--- config.mk ---
export PLATFORM = sky130hd
export DESIGN_NAME = falafel_arbiter
export DESIGN_NICKNAME = d
export VERILOG_FILES = /design/src/rtl/falafel_pkg.sv /design/src/rtl/falafel_rr_picker.sv /design/src/rtl/falafel_arbiter.sv
export SDC_FILE = /design/constraint.sdc
export NUM_CORES = 1
export LEC_CHECK = 0
export ABC_AREA = 1
export CAP_MARGIN = 20
export CORE_ASPECT_RATIO = 1.1
export CORE_MARGIN = 2
export CORE_UTILIZATION = 44
export DETAILED_ROUTE_END_ITERATION = 10
export GPL_TIMING_DRIVEN = 0
export HOLD_SLACK_MARGIN = 0.1
export PLACE_DENSITY = 0.89
export SYNTH_ARGS = -nofsm -noshare
export SYNTH_HDL_FRONTEND = slang
export SYNTH_HIERARCHICAL = 1
export SYNTH_SLANG_ARGS = --single-unit
--- constraint.sdc ---
create_clock -name clk_i -period 7.63 [get_ports clk_i]
set_input_delay 1.526 -clock clk_i [delete_from_list [all_inputs] [get_ports clk_i]]
set_output_delay 1.526 -clock clk_i [all_outputs]
set_load 0.03 [all_outputs]
--- src/rtl/falafel_pkg.sv ---
// Shared types and constants for the falafel allocator front end.
package falafel_pkg;

    localparam int DATA_W            = 16;
    localparam int BLOCK_HEADER_SIZE = 8;

    // Largest alloc size whose header still fits in the address space.
    localparam logic [DATA_W-1:0] MAX_ALLOC_SIZE =
        {DATA_W{1'b1}} - DATA_W'(BLOCK_HEADER_SIZE);

    typedef enum logic [1:0] {
        ARB   = 2'd0,
        ISSUE = 2'd1,
        BUSY  = 2'd2,
        RESP  = 2'd3
    } arb_state_e;

    typedef struct packed {
        logic              is_alloc;
        logic [DATA_W-1:0] size;
        logic [DATA_W-1:0] addr;
    } alloc_cmd_t;

    typedef struct packed {
        logic [DATA_W-1:0] addr;
        logic              err;
    } alloc_rsp_t;

    // Malformed commands are answered locally and never reach the core.
    function automatic logic cmd_rejected(input alloc_cmd_t cmd);
        if (cmd.is_alloc) begin
            return (cmd.size == '0) || (cmd.size > MAX_ALLOC_SIZE);
        end
        return cmd.addr == '0;
    endfunction

endpackage

--- src/rtl/falafel_rr_picker.sv ---
// Combinational rotate-priority picker: first asserted req at or after ptr,
// scanning upward modulo NUM_REQ. Produces a one-hot grant and its index.
module falafel_rr_picker #(
    parameter int NUM_REQ = 4,
    localparam int IDX_W  = $clog2(NUM_REQ)
) (
    input  logic [NUM_REQ-1:0] req,
    input  logic [IDX_W-1:0]   ptr,
    output logic [NUM_REQ-1:0] gnt,
    output logic [IDX_W-1:0]   gnt_idx
);

    logic [IDX_W:0] pos;

    // Scan offsets from farthest to nearest so the nearest hit wins last.
    always_comb begin
        gnt     = '0;
        gnt_idx = '0;
        pos     = '0;
        for (int i = NUM_REQ - 1; i >= 0; i--) begin
            pos = {1'b0, ptr} + (IDX_W+1)'(i);
            if (pos >= (IDX_W+1)'(NUM_REQ)) begin
                pos = pos - (IDX_W+1)'(NUM_REQ);
            end
            if (req[pos[IDX_W-1:0]]) begin
                gnt                  = '0;
                gnt[pos[IDX_W-1:0]]  = 1'b1;
                gnt_idx              = pos[IDX_W-1:0];
            end
        end
    end

endmodule

--- src/rtl/falafel_arbiter.sv ---
// Round-robin front end sharing one falafel_core among NUM_REQ requesters.
// Commands are serialised one at a time: ARB -> ISSUE -> BUSY -> RESP, or
// ARB -> RESP directly for malformed commands.
// Optional watchdog: define FALAFEL_ARB_TIMEOUT_EN to abort ISSUE/BUSY after
// TIMEOUT_CYCLES with an error response.
module falafel_arbiter #(
    parameter int NUM_REQ        = 4,
    parameter int DATA_W         = falafel_pkg::DATA_W,
    parameter int TIMEOUT_CYCLES = 1024
) (
    input  logic                           clk_i,
    input  logic                           rst_i,
    input  logic [NUM_REQ-1:0]             req_valid_i,
    input  logic [NUM_REQ-1:0]             req_is_alloc_i,
    input  logic [NUM_REQ-1:0][DATA_W-1:0] req_size_i,
    input  logic [NUM_REQ-1:0][DATA_W-1:0] req_addr_i,
    output logic [NUM_REQ-1:0]             req_ready_o,
    output logic [NUM_REQ-1:0]             rsp_valid_o,
    output logic [DATA_W-1:0]              rsp_addr_o,
    output logic                           rsp_err_o,
    output logic                           core_req_valid_o,
    output logic                           core_is_alloc_o,
    output logic [DATA_W-1:0]              core_size_o,
    output logic [DATA_W-1:0]              core_addr_o,
    input  logic                           core_ready_i,
    input  logic                           core_done_i,
    input  logic [DATA_W-1:0]              core_rsp_addr_i
);

    import falafel_pkg::*;

    localparam int IDX_W = $clog2(NUM_REQ);

    // Elaboration-time parameter sanity; the command structs are sized by
    // the package, so the port width must agree with it.
    if (NUM_REQ < 2 || NUM_REQ > 16) begin : g_bad_num_req
        $error("falafel_arbiter: NUM_REQ must be 2..16");
    end
    if (DATA_W != falafel_pkg::DATA_W) begin : g_bad_data_w
        $error("falafel_arbiter: DATA_W must equal falafel_pkg::DATA_W");
    end
    if (TIMEOUT_CYCLES < 1) begin : g_bad_timeout
        $error("falafel_arbiter: TIMEOUT_CYCLES must be positive");
    end

    arb_state_e         state_q, state_d;
    logic [IDX_W-1:0]   rr_ptr_q, rr_ptr_d;
    logic [IDX_W-1:0]   owner_q, owner_d;
    alloc_cmd_t         cmd_q, cmd_d;
    alloc_rsp_t         rsp_q, rsp_d;
    alloc_cmd_t         win_cmd;
    logic [NUM_REQ-1:0] gnt;
    logic [IDX_W-1:0]   gnt_idx;

    falafel_rr_picker #(.NUM_REQ(NUM_REQ)) u_picker (
        .req     (req_valid_i),
        .ptr     (rr_ptr_q),
        .gnt     (gnt),
        .gnt_idx (gnt_idx)
    );

    // Fields of the requester the picker would accept this cycle.
    always_comb begin
        win_cmd          = '0;
        win_cmd.is_alloc = req_is_alloc_i[gnt_idx];
        win_cmd.size     = req_size_i[gnt_idx];
        win_cmd.addr     = req_addr_i[gnt_idx];
    end

`ifdef FALAFEL_ARB_TIMEOUT_EN
    localparam int WD_W = $clog2(TIMEOUT_CYCLES) + 1;

    logic [WD_W-1:0] wd_cnt_q, wd_cnt_d, wd_next;
    logic            wd_expired;

    // Expiry looks one count ahead so RESP starts exactly TIMEOUT_CYCLES
    // after ISSUE entry.
    always_comb begin
        wd_next    = wd_cnt_q + 1'b1;
        wd_expired = (wd_next == WD_W'(TIMEOUT_CYCLES));
    end

    // Watchdog counter register.
    always_ff @(posedge clk_i or posedge rst_i) begin
        if (rst_i) wd_cnt_q <= '0;
        else       wd_cnt_q <= wd_cnt_d;
    end
`endif

    // Next-state logic: arbitration, reject check, core handshake, result capture.
    always_comb begin
        state_d  = state_q;
        rr_ptr_d = rr_ptr_q;
        owner_d  = owner_q;
        cmd_d    = cmd_q;
        rsp_d    = rsp_q;
`ifdef FALAFEL_ARB_TIMEOUT_EN
        wd_cnt_d = wd_cnt_q;
`endif
        case (state_q)
            ARB: begin
                if (|req_valid_i) begin
                    owner_d = gnt_idx;
                    cmd_d   = win_cmd;
                    if (cmd_rejected(win_cmd)) begin
                        rsp_d.addr = '0;
                        rsp_d.err  = 1'b1;
                        state_d    = RESP;
                    end else begin
                        rsp_d   = '0;
                        state_d = ISSUE;
`ifdef FALAFEL_ARB_TIMEOUT_EN
                        wd_cnt_d = '0;
`endif
                    end
                end
            end
            ISSUE: begin
`ifdef FALAFEL_ARB_TIMEOUT_EN
                wd_cnt_d = wd_next;
`endif
                if (core_ready_i) begin
                    state_d = BUSY;
                end
`ifdef FALAFEL_ARB_TIMEOUT_EN
                else if (wd_expired) begin
                    rsp_d.addr = '0;
                    rsp_d.err  = 1'b1;
                    state_d    = RESP;
                end
`endif
            end
            BUSY: begin
`ifdef FALAFEL_ARB_TIMEOUT_EN
                wd_cnt_d = wd_next;
`endif
                if (core_done_i) begin
                    // A free has no meaningful result address.
                    rsp_d.addr = cmd_q.is_alloc ? core_rsp_addr_i : '0;
                    rsp_d.err  = 1'b0;
                    state_d    = RESP;
                end
`ifdef FALAFEL_ARB_TIMEOUT_EN
                else if (wd_expired) begin
                    rsp_d.addr = '0;
                    rsp_d.err  = 1'b1;
                    state_d    = RESP;
                end
`endif
            end
            RESP: begin
                // The requester just served drops to lowest priority.
                rr_ptr_d = (owner_q == IDX_W'(NUM_REQ - 1)) ? '0 : owner_q + 1'b1;
                state_d  = ARB;
            end
            default: state_d = ARB;
        endcase
    end

    // State and latched-command registers.
    always_ff @(posedge clk_i or posedge rst_i) begin
        if (rst_i) begin
            state_q  <= ARB;
            rr_ptr_q <= '0;
            owner_q  <= '0;
            cmd_q    <= '0;
            rsp_q    <= '0;
        end else begin
            state_q  <= state_d;
            rr_ptr_q <= rr_ptr_d;
            owner_q  <= owner_d;
            cmd_q    <= cmd_d;
            rsp_q    <= rsp_d;
        end
    end

    // Outputs decode from registers only; req_ready_o also sees req_valid_i.
    always_comb begin
        req_ready_o = (state_q == ARB) ? gnt : '0;
        rsp_valid_o = '0;
        if (state_q == RESP) begin
            rsp_valid_o[owner_q] = 1'b1;
        end
        rsp_addr_o       = (state_q == RESP) ? rsp_q.addr : '0;
        rsp_err_o        = (state_q == RESP) && rsp_q.err;
        core_req_valid_o = (state_q == ISSUE);
        core_is_alloc_o  = cmd_q.is_alloc;
        core_size_o      = cmd_q.size;
        core_addr_o      = cmd_q.addr;
    end

endmodule

==> results.json <==
{
  "cts-root-buf": "clkbuf_8",
  "grt_start_max_net_pins": 30,
  "seqCellArea_um2": 1401,
  "syn-num-nets": 833,
  "yosysTopAreaCell": "dfrtp_1",
  "num-nets-final": 1055,
  "setup_violations": 0,
  "worst_pin_slew_ns": 0.6231,
  "cts_tree": "built",
  "grt_pass1_wl_um": 21690,
  "start_kind": "input pin",
  "synth-edff-count": 0,
  "clock_skew_ns": 0.009829,
  "drtIter0Drc": 271,
  "clk_pin_slew_worst_paths_ns": 0.09,
  "worst_ep_required_time_ns": 6.10,
  "hold_viol_final": 0,
  "synthArstFlopShare_pct": 100.0,
  "port_buffers": 214,
  "avgSynthCellArea_um2": 6.279,
  "fin_crit_ns": 5.131,
  "synth_warnings": 6,
  "core-area_um2": 9259,
  "rsz0062_at_grt": "no",
  "crit_top_cell": "nand2_1",
  "cp_max_fo": 7,
  "arrival_ns": 3.60,
  "layout-drive-gt1-share_pct": 5.889,
  "endpoint_kind": "output port",
  "syn_to_final_growth_pct": 58.64,
  "fin_area_um2": 6574,
  "num_io_pins": 215,
  "synth.top_cell.area_share_pct": 33.82,
  "synth.distinct_cells": 29,
  "viasPerCell": 4.941,
  "cellLeakagePower_nw": 3.333,
  "post-synth-top-count-cell": "nand2_1",
  "track_usage_pct": 26.96,
  "dp_hpwl_um": 11050,
  "htree_levels": 2,
  "dieArea_um2": 10210,
  "row_count": 37,
  "dieWidth_um": 96.53,
  "ys.flop_type": "dfrtp_1",
  "path_cells": "clkdlybuf4s50_1 > inv_1 > o21ai_1 > nand2_1 > nand2_2 > nand3_1 > nand2_1 > nor2_1 > nor2_1 > nand2_1 > inv_1 > clkdlybuf4s50_1",
  "wl_um": 13790,
  "p_per_area_nw_per_um2": 476.8,
  "peakVddDrop_uv": 294.2,
  "num_vias": 4941,
  "yosys-top-cells-count": "nand2_1, nand3_1, dfrtp_1",
  "multi_input_area_um2": 2331,
  "clockBufferDepth": 2,
  "drc": 0,
  "grt_remaining_overflow": 0,
  "ant_nets": 0,
  "ctsHoldBuffers": 0,
  "cts.sinks": 56,
  "timing.slew.headroom_pct": 58.40,
  "start_util_pct": 44.76,
  "status": "completed",
  "ctsResizeCount": 0,
  "fin_tns_setup_ns": 0,
  "clk_latency_ns": 0.31,
  "path_class": "input pin to output port",
  "fill_cells": 803,
  "slew_viol_final": 0,
  "synth.cell_area_um2": 4144,
  "synth.yosys.seq_area_share_pct": 33.82,
  "post_drt_wl_per_cell_um": 13.79,
  "synthCells": 660,
  "cts_buffers": 5,
  "ys_ff_latch": 56,
  "hp-class": "flip-flop to flip-flop",
  "grt_pass1_vias": 4575,
  "max_stage_delay_ns": 0.65,
  "synth_area_leaders": "dfrtp_1, nand2_1, nand3_1, o21ai_0, ha_1",
  "antenna_found_initial": 0,
  "die_y_um": 105.8,
  "post-route-period-util_pct": 67.24,
  "place_area_um2": 6452,
  "gp_congestion": 0.8491,
  "slowest_stage": "clkdlybuf4s50_1",
  "antennaDiodeCount": 0,
  "maxCapViolations": 0,
  "postCtsSetupRepairBufs": 0,
  "fmax_ghz": 0.1949,
  "first_pass_iters": 4
}
==> cell usage in the layout, fill, tap and decap left out <==
cell / netlist / routed
nand2_1: 288 / 288
a21oi_1: 7 / 7
buf_2: 19 / 19
buf_4: 1 / 1
clkdlybuf4s50_1: 0 / 214
clkinv_1: 1 / 1
buf_6: 3 / 3
or2_2: 1 / 1
buf_1: 1 / 1
o22a_1: 4 / 4
clkinv_4: 0 / 1
clkbuf_1: 10 / 10
ha_1: 17 / 17
or2_0: 1 / 1
buf_12: 0 / 1
bufinv_16: 0 / 1
o211ai_1: 1 / 1
o21ai_1: 1 / 1
nor3_1: 1 / 1
nor4_1: 1 / 1
inv_1: 54 / 53
nand3_2: 3 / 3
dfrtp_1: 56 / 56
nand4_1: 3 / 3
o21ai_0: 47 / 47
clkbuf_8: 0 / 6
nand3_1: 87 / 87
nand2_2: 5 / 5
nor2_2: 1 / 1
nand2_4: 2 / 2
inv_4: 2 / 2
inv_2: 4 / 5
nor2_1: 38 / 38
a21oi_2: 1 / 1
==> per-stage QoR <==
step / hold slack (ns) / utilization, % / instances / power (mW) / setup WS [ns]
6_report: 0.4878 / 71.00 / 1000 / 3.134 / 2.499
5_1_grt: 0.5043 / 71.00 / 1000 / 3.440 / 2.316
4_1_cts: 0.4918 / 71.00 / 1000 / 3.137 / 2.513
3_5_place_dp: 0.4658 / 69.69 / 992 / 2.923 / 2.514
3_3_place_gp: 0.4622 / 69.47 / 991 / 2.879 / 2.548
2_1_floorplan: 0.4489 / - / 660 / 2.160 / 3.660
==> layout make-up <==
| cell class | instances | area share [%] |
|---|---|---|
| multi-input cells | 509 | 35.46 |
| repair buffers | 215 | 32.89 |
| flip-flops and latches | 56 | 21.32 |
| inverters | 61 | 3.559 |
| plain buffers | 34 | 2.703 |
| well taps | 117 | 2.227 |
| clock buffers | 6 | 1.256 |
| clock inverters | 2 | 0.5900 |
==> critical path: cells and delay by family <==
| kind | cells | cell delay (ns) |
|---|---|---|
| AND/OR/NAND/NOR | 7 | 0.63 |
| buffers and inverters | 4 | 1.23 |
| AO/OA/AOI/OAI | 1 | 0.21 |
==> registers in the layout, summed over array words and instances (netlist names) <==
signal and cells:
owner_q 2, core_is_alloc_o 1, rsp_q 17, core_size_o 16, state_q 2, core_addr_o 16
rr_ptr_q 2
==> cells by family (layout without fill, tap and decap cells) <==
group / after synthesis / after routing / share of synthesized area [%]
DFF: 56 / 56 / 33.82
adders and majority gates: 17 / 17 / 5.133
buffers and inverters: 95 / 318 / 9.933
AOI/OAI and AO/OA: 61 / 61 / 7.880
and+or+nand+nor: 431 / 431 / 43.24
==> metal layers <==
layer | wire, um | up-vias | track usage, % | part of all wire (%)
met5 | 0 | - | 0 | 0
met4 | 287 | 0 | 6.740 | 2.1
met3 | 1112 | 23 | 5.504 | 8.1
met2 | 6951 | 218 | 48.56 | 50
met1 | 5433 | 2193 | 32.15 | 39
li1 | - | 2507 | - | -
==> final timing paths <==
path	from	end	slack (ns)	cells past startpoint
hold reg to reg	rsp_q[13]	rsp_q[13]	0.49	2
min in group asynchronous	rst_i	core_addr_o[0]	1.61	2
hold / removal	rsp_q[13]	rsp_q[13]	0.49	2
setup reg to reg	rr_ptr_q[0]	rsp_q[0]	4.16	22
max in group asynchronous	rst_i	state_q[0]	5.45	3
setup / recovery	req_valid_i[2]	req_ready_o[0]	2.50	12
==> power by group <==
group | internal, mW | switching (mW)
clock | 0.107 | 0.0989
sequential | 0.431 | 0.0928
combinational | 0.851 | 1.55
No activity file was read; power rests on OpenSTA's default activity.
